## src/rtl/result_bcd_display_if.sv

```systemverilog
`default_nettype none
// ============================================================================
// Module   : result_bcd_display_if
// Brief    : Handshake, value and display bundle for the BCD result display.
// Revision : 1.0 - initial release
// ============================================================================
interface result_bcd_display_if #(
   parameter int WIDTH  = 6,
   parameter int DIGITS = 4
);
   logic                  start;
   logic [2*WIDTH-1:0]    value;
   logic                  signed_mode;
   logic                  busy;
   logic                  done;
   logic                  neg;
   logic [4*DIGITS-1:0]   bcd;
   logic [6:0]            seg_d0;
   logic [6:0]            seg_d1;
   logic [6:0]            seg_d2;
   logic [6:0]            seg_d3;
   logic [6:0]            seg_sign;

   modport master (
      output start, value, signed_mode,
      input  busy, done, neg, bcd, seg_d0, seg_d1, seg_d2, seg_d3, seg_sign
   );

   modport slave (
      input  start, value, signed_mode,
      output busy, done, neg, bcd, seg_d0, seg_d1, seg_d2, seg_d3, seg_sign
   );
endinterface
`default_nettype wire

```

## src/rtl/result_bcd_display.sv

```systemverilog
`default_nettype none
// ============================================================================
// Module   : result_bcd_display
// Brief    : Sign + BCD conversion (double-dabble, one bit per clock) of the
//            ALU result, driving active-low seven-segment digits.
// Revision : 1.0 - initial release
// ============================================================================
module result_bcd_display #(
   parameter int WIDTH  = 6,
   parameter int DIGITS = 4
) (
   input  logic                 clk,
   input  logic                 rst,
   result_bcd_display_if.slave  bus
);

   localparam int c_RW = 2 * WIDTH;
   localparam int c_BW = 4 * DIGITS;
   localparam int c_CW = $clog2(c_RW + 1);

   localparam logic [1:0] c_IDLE    = 2'd0;
   localparam logic [1:0] c_CONVERT = 2'd1;
   localparam logic [1:0] c_DONE    = 2'd2;

   localparam logic [6:0] c_BLANK = 7'b1111111;

   logic [1:0]       r_state;
   logic [1:0]       w_next_state;

   logic [c_RW-1:0]  r_shift;
   logic [c_BW-1:0]  r_acc;
   logic [c_CW-1:0]  r_cnt;
   logic             r_neg_pend;
   logic [c_BW-1:0]  r_bcd;
   logic             r_neg;

   logic             w_neg_in;
   logic [c_RW-1:0]  w_mag;
   logic [c_BW-1:0]  w_adj;
   logic             w_last;
   logic [DIGITS-1:0] w_lead;
   logic [6:0]       w_seg [DIGITS];

   // Modulo-2^c_RW negation still yields the full magnitude of the most
   // negative input (e.g. -2048 -> 12'h800), so no extra bit is needed.
   assign w_neg_in = bus.signed_mode & bus.value[c_RW-1];
   assign w_mag    = w_neg_in ? (c_RW'(0) - bus.value) : bus.value;
   assign w_last   = (r_cnt == c_CW'(c_RW));

   always_comb begin
      w_adj = r_acc;
      for (int i = 0; i < DIGITS; i++) begin
         if (r_acc[4*i +: 4] >= 4'd5)
            w_adj[4*i +: 4] = r_acc[4*i +: 4] + 4'd3;
      end
   end

   // ---------------- FSM: state register ----------------
   always_ff @(posedge clk) begin
      if (rst)
         r_state <= c_IDLE;
      else
         r_state <= w_next_state;
   end

   // ---------------- FSM: next-state logic ----------------
   always_comb begin
      w_next_state = r_state;
      case (r_state)
         c_IDLE:    if (bus.start) w_next_state = c_CONVERT;
         c_CONVERT: if (w_last)    w_next_state = c_DONE;
         c_DONE:                   w_next_state = c_IDLE;
         default:                  w_next_state = c_IDLE;
      endcase
   end

   // ---------------- FSM: outputs ----------------
   always_comb begin
      bus.busy = (r_state != c_IDLE);
      bus.done = (r_state == c_DONE);
   end

   // Datapath; display registers change only on the edge entering DONE.
   always_ff @(posedge clk) begin
      if (rst) begin
         r_shift    <= '0;
         r_acc      <= '0;
         r_cnt      <= '0;
         r_neg_pend <= 1'b0;
         r_bcd      <= '0;
         r_neg      <= 1'b0;
      end else begin
         case (r_state)
            c_IDLE: begin
               if (bus.start) begin
                  r_shift    <= w_mag;
                  r_acc      <= '0;
                  r_cnt      <= '0;
                  r_neg_pend <= w_neg_in;
               end
            end
            c_CONVERT: begin
               if (!w_last) begin
                  {r_acc, r_shift} <= {w_adj, r_shift} << 1;
                  r_cnt            <= r_cnt + 1'b1;
               end else begin
                  r_bcd <= r_acc;
                  r_neg <= r_neg_pend;
               end
            end
            default: ;
         endcase
      end
   end

   function automatic logic [6:0] seg_code(input logic [3:0] d);
      case (d)
         4'd0:    seg_code = 7'b1000000;
         4'd1:    seg_code = 7'b1111001;
         4'd2:    seg_code = 7'b0100100;
         4'd3:    seg_code = 7'b0110000;
         4'd4:    seg_code = 7'b0011001;
         4'd5:    seg_code = 7'b0010010;
         4'd6:    seg_code = 7'b0000010;
         4'd7:    seg_code = 7'b1111000;
         4'd8:    seg_code = 7'b0000000;
         4'd9:    seg_code = 7'b0010000;
         default: seg_code = c_BLANK;
      endcase
   endfunction

   // Leading-zero blanking: walk down from the top digit; digit 0 always shows.
   always_comb begin
      logic w_zero;
      w_zero = 1'b1;
      w_lead = '0;
      for (int i = DIGITS - 1; i >= 0; i--) begin
         w_zero    = w_zero && (r_bcd[4*i +: 4] == 4'd0);
         w_lead[i] = w_zero && (i != 0);
      end
   end

   generate
      for (genvar i = 0; i < DIGITS; i++) begin : g_seg
         assign w_seg[i] = w_lead[i] ? c_BLANK : seg_code(r_bcd[4*i +: 4]);
      end
   endgenerate

   assign bus.bcd      = r_bcd;
   assign bus.neg      = r_neg;
   assign bus.seg_d0   = w_seg[0];
   assign bus.seg_d1   = w_seg[1];
   assign bus.seg_d2   = w_seg[2];
   assign bus.seg_d3   = w_seg[3];
   assign bus.seg_sign = r_neg ? 7'b0111111 : c_BLANK;

endmodule
`default_nettype wire

```

## src/flat_wrapper.sv

```systemverilog
// flat-port wrapper written by rule: the top's interface ports become plain ports
module result_bcd_display_flat 
#(
   parameter int WIDTH  = 6,
   parameter int DIGITS = 4
)
  (clk, rst, bus_start, bus_value, bus_signed_mode, bus_busy, bus_done, bus_neg, bus_bcd, bus_seg_d0, bus_seg_d1, bus_seg_d2, bus_seg_d3, bus_seg_sign);
  result_bcd_display_if #(.WIDTH(WIDTH), .DIGITS(DIGITS)) bus_i ();
  input  logic clk;
  input  logic rst;
  input wire logic [$bits(bus_i.start)-1:0] bus_start;
  input wire logic [$bits(bus_i.value)-1:0] bus_value;
  input wire logic [$bits(bus_i.signed_mode)-1:0] bus_signed_mode;
  output wire logic [$bits(bus_i.busy)-1:0] bus_busy;
  output wire logic [$bits(bus_i.done)-1:0] bus_done;
  output wire logic [$bits(bus_i.neg)-1:0] bus_neg;
  output wire logic [$bits(bus_i.bcd)-1:0] bus_bcd;
  output wire logic [$bits(bus_i.seg_d0)-1:0] bus_seg_d0;
  output wire logic [$bits(bus_i.seg_d1)-1:0] bus_seg_d1;
  output wire logic [$bits(bus_i.seg_d2)-1:0] bus_seg_d2;
  output wire logic [$bits(bus_i.seg_d3)-1:0] bus_seg_d3;
  output wire logic [$bits(bus_i.seg_sign)-1:0] bus_seg_sign;
  assign bus_i.start = bus_start;
  assign bus_i.value = bus_value;
  assign bus_i.signed_mode = bus_signed_mode;
  assign bus_busy = bus_i.busy;
  assign bus_done = bus_i.done;
  assign bus_neg = bus_i.neg;
  assign bus_bcd = bus_i.bcd;
  assign bus_seg_d0 = bus_i.seg_d0;
  assign bus_seg_d1 = bus_i.seg_d1;
  assign bus_seg_d2 = bus_i.seg_d2;
  assign bus_seg_d3 = bus_i.seg_d3;
  assign bus_seg_sign = bus_i.seg_sign;
  result_bcd_display #(.WIDTH(WIDTH), .DIGITS(DIGITS)) u_core (.clk(clk), .rst(rst), .bus(bus_i));
endmodule
```

## config.mk

```make
export PLATFORM = sky130hd
export DESIGN_NAME = result_bcd_display_flat
export DESIGN_NICKNAME = d
export VERILOG_FILES = /design/src/rtl/result_bcd_display_if.sv /design/src/rtl/result_bcd_display.sv /design/src/flat_wrapper.sv
export SDC_FILE = /design/constraint.sdc
export NUM_CORES = 1
export LEC_CHECK = 0
export ABC_AREA = 1
export BUFFER_PORTS_ARGS = -buffer_cell sky130_fd_sc_hd__buf_2
export CORE_MARGIN = 4
export CORE_UTILIZATION = 30
export CTS_CLUSTER_DIAMETER = 120
export DETAILED_ROUTE_END_ITERATION = 8
export GPL_ROUTABILITY_DRIVEN = 0
export GPL_TIMING_DRIVEN = 0
export PLACE_DENSITY = 0.57
export SYNTH_ARGS = -nofsm -noshare
export SYNTH_HDL_FRONTEND = slang
export SYNTH_SLANG_ARGS = --single-unit
```

## constraint.sdc

```tcl
create_clock -name clk -period 3.9 [get_ports clk]
set_input_delay 0.39 -clock clk [delete_from_list [all_inputs] [get_ports clk]]
set_output_delay 0.39 -clock clk [all_outputs]
set_load 0.05 [all_outputs]
```

## Word-level counts from Yosys, hierarchy flattened

Memory sizes are Yosys's and may differ from the RTL's. A register that Yosys moved wholly into a read port is not among the register bits.
Cells that the tools add are included.

| word-level totals | value |
|---|---|
| bits in registers | 52 |
| output and inout port bits | 54 |
| input bits | 16 |
| logic and storage cells | 69 |
| memories kept | 4 |
| memory bits (read-only) | 448 |

Memories:

| memory | depth | bits a word | rd ports | clocked after memory_dff | write ports | RTL line | RTL |
|---|---|---|---|---|---|---|---|
| (no name shown) | 16 | 7 | 1 | 1 | 0 | result_bcd_display.sv:117 | `case (d)` |
| (no name shown) | 16 | 7 | 1 | 1 | 0 | result_bcd_display.sv:117 |  |
| (no name shown) | 16 | 7 | 1 | 1 | 0 | result_bcd_display.sv:117 |  |
| (no name shown) | 16 | 7 | 1 | 1 | 0 | result_bcd_display.sv:117 |  |

| cells by class | value |
|---|---|
| reduce and logical (&&, ||, !) cells | 12 |
| equality and inequality tests | 6 |
| $add $sub $neg | 6 |
| $lt $le $gt $ge | 4 |
| bitwise logic cells | 1 |
| mux-type cells | 29 |

Operator list:

| operator | number |
|---|---|
| two-way mux 4 bit | 13 |
| two-way mux 12 bit | 3 |
| two-way mux 16 bit | 2 |
| case mux 16 bit (2 select lines) | 1 |
| two-way mux 7 bit | 4 |
| case mux 12 bit (2 select lines) | 1 |
| greater-or-equal comparator 4 x 3 -> 1 bit (second input constant) | 4 |
| adder 4 x 2 -> 4 bit (second input constant) | 3 |
| logical NOT 4 bit | 3 |
| subtractor 1 x 12 -> 12 bit (first input constant) | 1 |
| case mux 4 bit (2 select lines) | 1 |
| AND reduction 2 bit | 3 |
| adder 4 x 1 -> 4 bit (second input constant) | 1 |
| equality test 4 bit (second input constant) | 1 |
| two-way mux 2 bit | 2 |
| != test 2 bit (second input constant) | 2 |
| case mux 2 bit (2 select lines) | 1 |
| nonzero test 2 bit | 2 |
| adder 3 x 2 -> 3 bit (second input constant) | 1 |
| two-way mux 3 bit | 1 |
| AND reduction 3 bit | 1 |
| equality test 2 x 1 -> 1 bit (second input constant) | 1 |
| equality test 2 bit (second input constant) | 1 |
| logical AND 1 bit | 2 |
| 3 further kinds | 3 |

## Logic depth before layout (Yosys ltp)

Gate-level depths: netlist of run 1.

| logic depth | value |
|---|---|
| depth in word-level cells | 4 |
| mapped depth | 14 |
| depth with buffers taken out | 13 |

## Worst setup path before layout of run 1

Ideal clock, no wire load.

| timing | value |
|---|---|
| path type | register to output |
| start | register u_core.r_bcd[15] (netlist: u_core.bus.bcd[15]) |
| end | output bus_seg_d1[0] |
| stages on the path, launching flop included | 6 |
| path buffers | 0 |
| arrival | 1.685 ns |
| path slack | 1.825 ns |
| required time | 3.510 ns |
| path through | dfxtp_1 -> nor2_1 -> nand3_1 -> nor4_4 -> nand2_1 -> nand2_1 |

| between the ends | value |
|---|---|
| cells in the longest elaborated chain, start to end | 4 |

RTL lines:

| element | RTL line | RTL |
|---|---|---|
| start: declaration | result_bcd_display.sv:34 | `logic [c_BW-1:0] r_bcd;` |
| start signal: assignment | result_bcd_display.sv:107 | `r_bcd <= r_acc;` |
| logical NOT 4 bit | result_bcd_display.sv:138 | `w_zero = w_zero && (r_bcd[4*i +: 4] == 4'd0);` |
| logical AND 1 bit (2 in series) | result_bcd_display.sv:138 |  |
| two-way mux 7 bit | result_bcd_display.sv:145 | `assign w_seg[i] = w_lead[i] ? c_BLANK : seg_code(r_bcd[4*i +: 4]);` |
| end: declaration | flat_wrapper.sv:19 | `output wire logic [$bits(bus_i.seg_d1)-1:0] bus_seg_d1;` |

No other way between the ends.

## Final worst setup path of run 1

| timing | value |
|---|---|
| start | register u_core.r_bcd[15] (netlist: u_core.bus.bcd[15]) |
| end | output bus_seg_d1[5] |

Same word-level chain as after synthesis.

==> results_dict.tcl, run 1 <==
set metrics [dict create \
    cts.clk_slew.worst_paths_ps 70 \
    layout_min_cycle_time_ps 2500 \
    drc_errors 0 \
    regToRegSetupSlack_ps 1610 \
    post_cts_resized 0 \
    fp-row-count 43 \
    critPathSlowestCell "nor4_4" \
    slowest_delay_ps 450 \
    antenna_found_initial 0 \
    power.switching_uw 468 \
    pwr-share-clk_pct 48.5 \
    maxCapViolCount 0 \
    fillers 1557 \
    synth_cells 624 \
    period_share_pct 64.2 \
    clock-sinks 80 \
    start_kind "register" \
    die_w_um 129 \
    drtPass1Iterations 6 \
    grt_max_degree 16 \
    cpMostUsedCell "nand2_1" \
    vias 3868 \
    antennaDiodeCount 0 \
    yosys_warnings 0 \
    finClkSkew_ps 7.06 \
    p_leak_uw 0.00269 \
    cts-root-buf "clkbuf_16" \
    syn_area_um2 4390 \
    critPathKind "register to primary output" \
    finalHoldViolCount 0 \
    overflow 0 \
    dpl_worst_slack_ps 1590 \
    synth_area_per_cell_um2 7.04 \
    cts.htree.levels 3 \
    drtIter0Drc 202 \
    peakVddDrop_uv 190 \
    fp.dieH_um 129 \
    layout_setup_ws_ps 1400 \
    core_um2 14100 \
    tritoncts.num_buffers 9 \
    cts_tree "done" \
    post_drt_via_cell_ratio 4.36 \
    grt_pass1_vias 3428 \
    dieArea_um2 16600 \
    end_kind "primary output" \
    intPower_uw 1450 \
    synth_cell_type_count 30 \
    worstPathArrival_ps 2110 \
    wl_per_cell_um 11.4 \
    wirelength_mm 10.1 \
    portBuffers 62 \
    cts_setup_buffers 0 \
    comb_power_share_pct 7.5 \
    crit_chain "nor2_1, nand3_1, nor4_4, nand2_1, nand2_1, buf_2" \
    start_util_pct 31.2 \
    fin_tns_setup_ps 0 \
    area_growth_pct 20.1 \
    boundaryPins 70 \
    drv_slew 0 \
    grtUsageTotal_pct 12.6 \
    grt_first_pass_wirelength_mm 16.8 \
    fmax_ghz 0.399 \
    required_ps 3510 \
    hold-worst-slack_ps 308 \
    outcome "completed" \
    seq_area_frac_synth_pct 36.4 \
    clockBufferDepth 2 \
    crit_family "simple AND/OR/NAND/NOR gates" \
    hold_path_class "input port to register" \
    switching_share_pct 24.5 \
    nets 749 \
    synth_seq_cells 80 \
    drive_gt1_share_pct 21.5 \
    hold_buffers 0 \
    rsz0062_at_grt "no" \
    critPathBufInv 1 \
    power_density_nw_per_um2 363 \
    worst-path-max-fanout 8 \
    insertion_delay_ps 340 \
    postRouteAntennaNets 0 \
    totalPowerFinal_uw 1910 \
    dp_hpwl_mm 7.60 \
    seqPwrFrac_pct 44.0 \
    setup_viol 0 \
]
power groups by stage:
| stage | Clock (uW) | Sequential, uW | Combinational, uW |
|---|---|---|---|
| 2_1_floorplan | 0 | 859 | 105 |
| 3_3_place_gp | 0 | 861 | 144 |
| 3_5_place_dp | 0 | 861 | 144 |
| 4_1_cts | 954 | 843 | 145 |
| 5_1_grt | 984 | 844 | 163 |
| 6_report | 928 | 843 | 144 |
final timing paths:
kind                 startpoint                   end  depth (start not counted)
max          u_core.bus.bcd[15]         bus_seg_d1[5]                          6
min                bus_value[0]     u_core.r_shift[0]                          3
max reg2reg     u_core.r_cnt[0]  u_core.bus.seg_d0[5]                         14
min reg2reg   u_core.r_shift[3]     u_core.r_shift[3]                          2
stage by stage:
stage / instances / area [um^2] / utilization [%]
floorplan: 629 / 4410 / -
global placement: 871 / 4950 / 35.1
detailed placement: 871 / 4950 / 35.1
CTS: 887 / 5280 / 37.4
global route: 887 / 5280 / 37.4
finish: 887 / 5280 / 37.4
cells in the final DEF (no fill, tap or decap), drive strengths merged, types with 4 or more instances in the layout:
cell type,instances
o21ai,34
conb,6
or2,11
nor2,55
clkbuf,9
a21oi,21
buf,81
nand3,49
dfxtp,80
nand4,26
o22ai,4
ha,31
inv,105
nand2,180
cells in the mapped netlist, drive strengths merged:
cell type,instances,share of area [%]
nand2,180,16
inv,102,8.7
dfxtp,80,36
nor2,55,6.7
nand3,49,6.2
o21ai,34,3.9
ha,31,8.8
nand4,26,3.7
a21oi,21,2.4
buf,19,2.8
or2,11,1.6
o22ai,4,0.57
o211ai,3,0.51
nor4,2,0.63
a31oi,1,0.14
and3,1,0.14
conb,1,0.085
nor3b,1,0.17
o31ai,1,0.17
xnor2,1,0.20
xor2,1,0.20
logic make-up after synthesis:
| kind of cell | synth area share (%) |
|---|---|
| AND/OR/NAND/NOR | 35.1 |
| buffers and inverters | 11.5 |
| flip-flops | 36.4 |
| AO/OA/AOI/OAI | 7.66 |
| adder cells (fa/ha/maj) | 8.83 |
| XOR/XNOR | 0.399 |
| other | 0.0853 |
metal layers:
layer  wire, um  vias to the layer above  global-route usage (%)
met1       4970                     1675                    17.6
met3        457                       12                    2.31
li1           -                     2114                       -
met4        159                        0                    5.56
met2       4510                       67                    18.9
met5          0                        -                       0
layout make-up:
class	count	area [um^2]	share of cell area, %
Sequential cell	80	1600	30.4
Tap cell	180	225	4.27
Timing Repair Buffer	62	310	5.88
Clock buffer	9	225	4.27
Inverter	102	383	7.26
Multi-Input combinational cell	428	2310	43.7
Buffer	19	121	2.30
Clock inverter	7	103	1.94
worst register-to-register path: cells and delay by family (launching register included):
family | cells | cell delay, ps
adder cells (fa/ha/maj) | 2 | 380
buffers and inverters | 5 | 580
AND/OR/NAND/NOR | 7 | 810
flip-flops | 1 | 410
No activity file was read; power rests on OpenSTA's default activity.
==> run 2: changes to the inputs <==
==> constraint.sdc (replaced) <==
create_clock -name clk -period 2.45 [get_ports clk]
set_input_delay 0.245 -clock clk [delete_from_list [all_inputs] [get_ports clk]]
set_output_delay 0.245 -clock clk [all_outputs]
set_load 0.05 [all_outputs]
==> run 2 against run 1 <==
First-iteration DRC count rose by 4.0%. Hold slack lost 140 ps. Final cell count is 0.11% higher. Combinational power increased by 59%. Non-clock buffer count increased by 1. Via count grew 0.49%. Final area rose by 0.28%. Sequential cell count unchanged. Critical path type unchanged. Global-route usage barely moved. Clock skew about the same. Sequential power up 59%. Critical endpoint unchanged. Total power rose by 59%.
==> results_dict.tcl, run 2 (same netlist as run 1, synthesis figures left out) <==
set metrics [dict create \
    outcome "completed" \
    slowest_delay_ps 370 \
    fin_tns_setup_ps 0 \
    clockBufferDepth 2 \
    fp.dieH_um 129 \
    critPathSlowestCell "nor4_4" \
    wirelength_mm 10.1 \
    busiest_layer "met2" \
    rsz0062_at_grt "no" \
    seqPwrFrac_pct 44.0 \
    portBuffers 62 \
    dieArea_um2 16600 \
    nets 750 \
    globalRouteMet3Util_pct 2.31 \
    die_w_um 129 \
    cts_tree "done" \
    intPower_uw 2300 \
    post_drt_via_cell_ratio 4.38 \
    area_growth_pct 20.4 \
    layout_commonest_cell "nand2_1" \
    grtUsageTotal_pct 12.6 \
    regToRegSetupSlack_ps 280 \
    layout_min_cycle_time_ps 2180 \
    insertion_delay_ps 340 \
    dp_hpwl_mm 7.60 \
    cpMostUsedCell "nand2_1" \
    peakVddDrop_uv 297 \
    postRouteAntennaNets 0 \
    crit_chain "nor2_1, nand3_2, nor4_4, nand2_1, nand2_1, buf_2" \
    drive_gt1_share_pct 21.8 \
    worst-path-max-fanout 8 \
    start_util_pct 31.2 \
    fillers 1557 \
    fp-row-count 43 \
    fmax_ghz 0.459 \
    comb_power_share_pct 7.5 \
    cts.htree.levels 3 \
    boundaryPins 70 \
    critPathKind "register to primary output" \
    power.switching_uw 744 \
    clock-sinks 80 \
    grt_pass1_vias 3438 \
    finClkSkew_ps 7.05 \
    grtUsageMet2_pct 19.0 \
    required_ps 2200 \
    p_leak_uw 0.00271 \
    hold_buffers 0 \
    vias 3887 \
    hold_path_class "input port to register" \
    tritoncts.num_buffers 9 \
    switching_share_pct 24.4 \
    r2r_end "u_core.bus.seg_d0[5]" \
    cts.clk_slew.worst_paths_ps 70 \
    antenna_found_initial 0 \
    overflow 0 \
    drv_slew 0 \
    pwr-share-clk_pct 48.5 \
    worstReg2RegStart "u_core.r_cnt[0]" \
    drc_errors 0 \
    min_to "u_core.r_shift[0]" \
    worstHoldPathCells 3 \
    setup_viol 0 \
    met1_usage_pct 17.6 \
    drtPass1Iterations 6 \
    utilization_pct 37.5 \
    period_share_pct 89.0 \
    final_cell_mix "nand2_1 (168), inv_1 (91), dfxtp_1 (80)" \
    drtIter0Drc 210 \
    antennaDiodeCount 0 \
    end_kind "primary output" \
    core_um2 14100 \
    hold-worst-slack_ps 166 \
    grt_max_degree 16 \
    maxCapViolCount 0 \
    r2r_cells 13 \
    worstHoldStart "bus_value[0]" \
    wl_per_cell_um 11.4 \
    grt_first_pass_wirelength_mm 16.9 \
    start_kind "register" \
    power_density_nw_per_um2 576 \
    worstPathArrival_ps 1940 \
    finalHoldViolCount 0 \
    cts-root-buf "clkbuf_16" \
]
## run 2: cell count changes in the layout (fill, tap and decap cells not counted)
cell / delta
buf_2: -1
buf_4: +2
nand3_1: -1
nand3_2: +1
## run 2: worst max path at each step
stage | from | endpoint | slack, ps
final | u_core.bus.bcd[15] | bus_seg_d1[5] | 270
after global routing | u_core.r_cnt[0] | register | 30
after CTS | u_core.bus.bcd[15] | bus_seg_d1[6] | 50
after detailed placement | u_core.r_cnt[0] | u_core.bus.seg_d0[5] | 140
after global placement | u_core.r_cnt[0] | u_core.bus.seg_d0[5] | 160
after floorplan | u_core.bus.bcd[15] | bus_seg_d1[0] | 520
## run 2: what timing repair did
item / CTS / global route
endpoints found under the setup margin: 7 / 26
resized for setup: 0 / 3
pin swaps: 1 / 0
setup buffers: 1 / 0
## run 2: per-stage QoR
stage	area [um^2]	setup WS (ps)	cells	power, uW
final	5290	269	888	3050
after global routing	5290	33.2	888	3170
after CTS	5280	48.1	888	3090
after detailed placement	4950	139	871	1600
after global placement	4950	156	871	1600
after floorplan	4410	520	629	1530
## run 2: power groups by stage
stage / Sequential [uW] / Clock [uW] / Combinational [uW]
floorplan: 1370 / 0 / 167
global placement: 1370 / 0 / 229
detailed placement: 1370 / 0 / 230
CTS: 1340 / 1520 / 231
global route: 1340 / 1570 / 259
finish: 1340 / 1480 / 229
## run 2: layout make-up
class / instances / area [um^2] / area share (%)
clock inverter: 7 / 103 / 1.94
multi-input combinational: 428 / 2310 / 43.7
tap: 180 / 225 / 4.26
clock buffer: 9 / 225 / 4.26
buffer: 19 / 124 / 2.34
sequential: 80 / 1600 / 30.3
inverter: 102 / 383 / 7.24
timing repair buffer: 63 / 318 / 6.01
## run 2: metal layers
metal / routed length [um] / share of wire (%) / vias up
met1: 5120 / 50 / 1698
met4: 144 / 1.4 / 0
met5: 0 / 0 / -
li1: - / - / 2116
met3: 353 / 3.5 / 9
met2: 4530 / 45 / 64
## run 2: worst max-delay path, delay by kind of cell, from the launching register on
kind | cells | cell delay (ps)
and+or+nand+nor | 5 | 1020
DFF | 1 | 320
buffers and inverters | 1 | 260
